[config.mk]
export PLATFORM = sky130hd
export DESIGN_NAME = seg_scan_driver
export DESIGN_NICKNAME = d
export VERILOG_FILES = /design/src/rtl/seg_scan_driver.sv
export SDC_FILE = /design/constraint.sdc
export NUM_CORES = 1
export LEC_CHECK = 0
export CAP_MARGIN = 20
export CORE_MARGIN = 3
export CORE_UTILIZATION = 58
export CTS_BUF_LIST = sky130_fd_sc_hd__clkbuf_2 sky130_fd_sc_hd__clkbuf_4 sky130_fd_sc_hd__clkbuf_8
export CTS_CLUSTER_DIAMETER = 200
export DETAILED_ROUTE_END_ITERATION = 10
export GPL_ROUTABILITY_DRIVEN = 0
export PLACE_DENSITY = 0.8
export REMOVE_ABC_BUFFERS = 1
export SYNTH_ARGS = -nofsm -noshare
export SYNTH_HDL_FRONTEND = slang
export SYNTH_SLANG_ARGS = --single-unit
[constraint.sdc]
create_clock -name clk -period 3.1 [get_ports clk]
set_clock_uncertainty 0.15 [all_clocks]
set_input_delay 0.465 -clock clk [delete_from_list [all_inputs] [get_ports clk]]
set_output_delay 0.465 -clock clk [all_outputs]
set_load 0.1 [all_outputs]
[src/rtl/seg_scan_driver.sv]
// ---------------------------------------------------------------------------
// seg_scan_driver
// Time-multiplexed 7-segment display scanner with double-buffered content.
// A slot counter divides clk into digit slots; each slot starts with a short
// all-anodes-off guard window to avoid ghosting. New content is captured into
// shadow registers on load and applied only at a frame boundary, so a frame
// never shows a mix of old and new digits.
//
// Ports
//   clk         single clock
//   rst         synchronous, active-high reset
//   load        one-cycle strobe capturing data/dp_mask/blank_mask/lz_en
//   data        4 bits per digit, digit 0 in bits [3:0]
//   dp_mask     1 = decimal point lit on that digit
//   blank_mask  1 = digit fully dark (decimal point included)
//   lz_en       1 = leading-zero suppression
//   segments    {dp,g,f,e,d,c,b,a}, active-low, registered
//   anodes      digit enables, active-low, registered
//   frame_tick  one-cycle pulse when the digit index wraps to 0
//   upd_done    one-cycle pulse when pending shadow content is applied
// ---------------------------------------------------------------------------
module seg_scan_driver #(
   parameter int unsigned NUM_DIGITS  = 4,
   parameter int unsigned REFRESH_DIV = 50000,
   parameter int unsigned GUARD_CYC   = 2
) (
   input  logic                      clk,
   input  logic                      rst,
   input  logic                      load,
   input  logic [4*NUM_DIGITS-1:0]   data,
   input  logic [NUM_DIGITS-1:0]     dp_mask,
   input  logic [NUM_DIGITS-1:0]     blank_mask,
   input  logic                      lz_en,
   output logic [7:0]                segments,
   output logic [NUM_DIGITS-1:0]     anodes,
   output logic                      frame_tick,
   output logic                      upd_done
);

   localparam int unsigned DATA_W = 4 * NUM_DIGITS;
   localparam int unsigned IDX_W  = (NUM_DIGITS > 1) ? $clog2(NUM_DIGITS) : 1;
   localparam int unsigned CNT_W  = $clog2(REFRESH_DIV);

   localparam logic [CNT_W-1:0] DIV_LAST  = CNT_W'(REFRESH_DIV - 1);
   localparam logic [IDX_W-1:0] IDX_LAST  = IDX_W'(NUM_DIGITS - 1);
   localparam logic [CNT_W-1:0] GUARD_END = CNT_W'(GUARD_CYC);

   // Scan position
   logic [CNT_W-1:0]      div_cnt;
   logic [IDX_W-1:0]      idx;

   // Shadow (written by load) and active (displayed) content
   logic                  pending;
   logic [DATA_W-1:0]     shd_data,  act_data;
   logic [NUM_DIGITS-1:0] shd_dp,    act_dp;
   logic [NUM_DIGITS-1:0] shd_blank, act_blank;
   logic                  shd_lz,    act_lz;

   // Decode of the current scan position
   logic                  slot_end;
   logic                  frame_end;
   logic [NUM_DIGITS-1:0] lz_blank;
   logic                  upper_zero;
   logic [3:0]            cur_nib;
   logic                  cur_dp;
   logic                  cur_blank;
   logic [6:0]            glyph;
   logic [7:0]            seg_nxt;
   logic [NUM_DIGITS-1:0] an_nxt;

   assign slot_end  = (div_cnt == DIV_LAST);
   assign frame_end = slot_end && (idx == IDX_LAST);

   // Next segment/anode pattern from the active content and scan position
   always_comb begin
      lz_blank   = '0;
      upper_zero = 1'b1;
      cur_nib    = 4'h0;
      cur_dp     = 1'b0;
      cur_blank  = 1'b0;
      glyph      = 7'h7F;
      seg_nxt    = 8'hFF;
      an_nxt     = '1;

      // A digit is suppressed when it and every digit above it are zero;
      // digit 0 always shows so a zero value still reads "0".
      for (int k = NUM_DIGITS - 1; k >= 0; k--) begin
         upper_zero = upper_zero & (act_data[4*k +: 4] == 4'h0);
         if (k > 0) begin
            lz_blank[k] = act_lz & upper_zero;
         end
      end

      for (int k = 0; k < NUM_DIGITS; k++) begin
         if (idx == IDX_W'(k)) begin
            cur_nib   = act_data[4*k +: 4];
            cur_dp    = act_dp[k];
            cur_blank = act_blank[k] | lz_blank[k];
         end
      end

      // {g,f,e,d,c,b,a}, active-low
      case (cur_nib)
         4'h0:    glyph = 7'h40;
         4'h1:    glyph = 7'h79;
         4'h2:    glyph = 7'h24;
         4'h3:    glyph = 7'h30;
         4'h4:    glyph = 7'h19;
         4'h5:    glyph = 7'h12;
         4'h6:    glyph = 7'h02;
         4'h7:    glyph = 7'h78;
         4'h8:    glyph = 7'h00;
         4'h9:    glyph = 7'h10;
         4'hA:    glyph = 7'h08;
         4'hB:    glyph = 7'h03;
         4'hC:    glyph = 7'h46;
         4'hD:    glyph = 7'h21;
         4'hE:    glyph = 7'h06;
         default: glyph = 7'h0E;
      endcase

      seg_nxt = cur_blank ? 8'hFF : {~cur_dp, glyph};

      // Guard window at slot start keeps all digits off while segments settle
      if (div_cnt >= GUARD_END) begin
         for (int k = 0; k < NUM_DIGITS; k++) begin
            if (idx == IDX_W'(k)) begin
               an_nxt[k] = 1'b0;
            end
         end
      end
   end

   // Scan counters, double buffer and registered outputs
   always_ff @(posedge clk) begin
      if (rst) begin
         div_cnt    <= '0;
         idx        <= '0;
         pending    <= 1'b0;
         shd_data   <= '0;
         shd_dp     <= '0;
         shd_blank  <= '1;
         shd_lz     <= 1'b0;
         act_data   <= '0;
         act_dp     <= '0;
         act_blank  <= '1;
         act_lz     <= 1'b0;
         segments   <= 8'hFF;
         anodes     <= '1;
         frame_tick <= 1'b0;
         upd_done   <= 1'b0;
      end else begin
         div_cnt <= slot_end ? '0 : div_cnt + CNT_W'(1);
         if (slot_end) begin
            idx <= frame_end ? '0 : idx + IDX_W'(1);
         end

         frame_tick <= frame_end;
         upd_done   <= frame_end & pending;

         // Boundary applies the shadow as it stood before this cycle's load
         if (frame_end && pending) begin
            act_data  <= shd_data;
            act_dp    <= shd_dp;
            act_blank <= shd_blank;
            act_lz    <= shd_lz;
         end

         if (load) begin
            shd_data  <= data;
            shd_dp    <= dp_mask;
            shd_blank <= blank_mask;
            shd_lz    <= lz_en;
            pending   <= 1'b1;
         end else if (frame_end) begin
            pending   <= 1'b0;
         end

         segments <= seg_nxt;
         anodes   <= an_nxt;
      end
   end

endmodule
==> flow_summary.json <==
{
  "synth_cell_types": 44,
  "crit_top_cell": "ha_1",
  "htree_num_levels": 3,
  "grt_pass1_vias": 2707,
  "finalSetupViolations": 0,
  "synth_edf_count": 0,
  "fin_crit_sh_pct": 86.74,
  "cap_viol_max_count": 0,
  "fmax_mhz": 371.9,
  "setup.worst_path.end_class": "flip-flop",
  "drc": 0,
  "cts_sinks": 83,
  "clkSlewWorstSetupHoldPaths_ns": 0.08,
  "dp_cells": 494,
  "cp_num_buf_inv": 1,
  "hold_viol": 0,
  "peakVddDrop_uv": 345.9,
  "grt_overflow": 0,
  "initial_utilization_pct": 62.11,
  "synth_area_um2": 3567,
  "clk_path_buf_depth": 2,
  "crit_fanout": 20,
  "holdBufCountCts": 0,
  "path_delay_family": "compound AO/OA/AOI/OAI gates",
  "grt_pass1_wl_mm": 12.28,
  "fp.dieH_um": 84.43,
  "viasPerCell": 5.361,
  "yosysTopAreaCellShare_pct": 46.58,
  "ys_seq_area_share_pct": 46.58,
  "diodes": 0,
  "whs_ns": 0.3117,
  "insertion_delay_ns": 0.36,
  "yosysMostFrequentCell": "dfxtp_1",
  "cp.required_ns": 3.18,
  "drt-wirelength-per-cell_um": 13.96,
  "track_usage_pct": 21.25,
  "setup_tns_ns": 0,
  "ys_seq_elements": 83,
  "nNetsFinal": 473,
  "power_mw": 1.963,
  "synthArstFlopShare_pct": 0,
  "post_cts_buffers": 0,
  "worstMarginPinSlew_ns": 0.7510,
  "stdcell_count": 509,
  "outcome": "finished, final reports clean",
  "critPathKind": "flip-flop to flip-flop",
  "synth_area_leader_cell": "dfxtp_1",
  "synthTopCellsByArea": "dfxtp_1 (47%), nand2_1 (7.9%), mux2i_1 (7.3%), nor2_1 (4.6%), ha_1 (4.2%)",
  "drv_slew": 0,
  "dieArea_um2": 7128,
  "p_leak_nw": 1.576,
  "io_pins": 42,
  "synthCells": 398,
  "die_w_um": 84.43,
  "dr.pass1.iters": 4,
  "rows": 27,
  "drtIter0Drc": 136,
  "cts_tree": "built",
  "cp.arrival_ns": 2.77,
  "layout-drive-gt1-share_pct": 9.840,
  "yosys_warnings": 0,
  "routed_wl_mm": 7.104,
  "avgSynthCellArea_um2": 8.963,
  "path_cells": "ha_1 -> a211oi_1 -> a221o_1 -> inv_1 -> ha_1 -> or3_1 -> o221ai_1 -> nand2_1",
  "antenna_found_initial": 0,
  "rsz0062_at_grt": "false",
  "grt_max_degree": 41,
  "power-per-cell-area_nw_per_um2": 477.1,
  "area_growth_pct": 15.36,
  "placed_area_um2": 3934,
  "hold_path_class": "flip-flop to flip-flop",
  "synthFlopType": "dfxtp_1",
  "start_kind": "flip-flop",
  "postRouteAntennaNets": 0,
  "root_buffer": "clkbuf_8",
  "ys_top_cells_by_count": "dfxtp_1 (83), nand2_1 (75), nor2_1 (44), a21oi_1 (27), mux2i_1 (26)",
  "cp_slowest_cell": "ha_1",
  "relSlewSlack_pct": 49.93,
  "max_stage_delay_ns": 0.45,
  "vias": 2729,
  "cts_made_buffers": 9,
  "fin_crit_ns": 2.689,
  "hpwl_mm": 4.771,
  "design_area_um2": 4115,
  "cts.repair.resized": 0,
  "core_area_um2": 5743,
  "fillers": 464,
  "portBuffers": 41
}
-- worst register-to-register path, cell delays in order (launching register included) --
cell and delay [ns]:
dfxtp_1 0.35, ha_1 0.45, a211oi_1 0.38, a221o_1 0.36, inv_1 0.11, ha_1 0.23, or3_1 0.37, o221ai_1 0.07
nand2_1 0.07
-- cells by family after synthesis --
| kind of cell | count (synthesis) | share of synthesized area, % |
|---|---|---|
| xor gates and xnor gates | 15 | 3.683 |
| AOI/OAI and AO/OA | 54 | 10.28 |
| buffers and inverters | 37 | 5.366 |
| adders and majority gates | 12 | 4.209 |
| muxes | 26 | 7.296 |
| DFF | 83 | 46.58 |
| and+or+nand+nor | 171 | 22.59 |
-- final cells by class --
type / instances / area, um^2 / share of cell area (%)
Inverter: 14 / 52.55 / 1.277
Clock buffer: 9 / 123.9 / 3.010
Multi-Input combinational cell: 278 / 1714 / 41.65
Clock inverter: 6 / 57.56 / 1.399
Timing Repair Buffer: 47 / 415.4 / 10.09
Sequential cell: 83 / 1662 / 40.38
Tap cell: 72 / 90.09 / 2.189
-- registers in the layout, summed over array words and instances (netlist names), 2 cells and up --
| register | count |
|---|---|
| act_data | 16 |
| div_cnt | 16 |
| shd_data | 16 |
| segments | 8 |
| act_blank | 4 |
| act_dp | 4 |
| anodes | 4 |
| shd_blank | 4 |
| shd_dp | 4 |
| idx | 2 |
-- layer usage --
metal	vias to the layer above	wire length, um	GRT usage, %
li1	1409	-	-
met1	1264	3159	25.41
met2	43	3513	36.08
met3	13	283	5.201
met4	0	148	9.640
met5	-	0	0
-- cells in the final DEF (no fill, tap or decap), types with 8 or more instances in the layout --
cell type / netlist / layout
nand2_1: 75 / 75
inv_1: 14 / 14
xnor2_1: 8 / 8
clkbuf_8: 0 / 9
ha_1: 12 / 12
mux2i_1: 26 / 26
buf_4: 6 / 20
dfxtp_1: 83 / 83
nor2_1: 44 / 44
clkdlybuf4s50_1: 0 / 26
nand3b_1: 8 / 8
a21oi_1: 27 / 27
-- where the power goes --
part           switching (mW)  total, mW  internal, mW
clock network           0.377      0.739         0.362
registers              0.0161       1.11          1.09
logic                  0.0572      0.117        0.0600
-- final timing paths --
path	from	to	slack, ns	cells past startpoint
worst min register to register	act_data[0]	act_data[0]	0.31	2
worst min-delay path	act_data[0]	act_data[0]	0.31	2
worst max-delay path	idx[0]	segments[0]	0.41	8
worst max register to register	idx[0]	segments[0]	0.41	8
-- stage by stage --
stage	worst slack (ns)	utilization, %
floorplan	0.5152	-
global placement	0.5891	68.50
detailed placement	0.4531	68.50
CTS	0.4278	71.66
global route	0.2300	71.66
finish	0.4110	71.66
(Power assumes the default switching activity.)
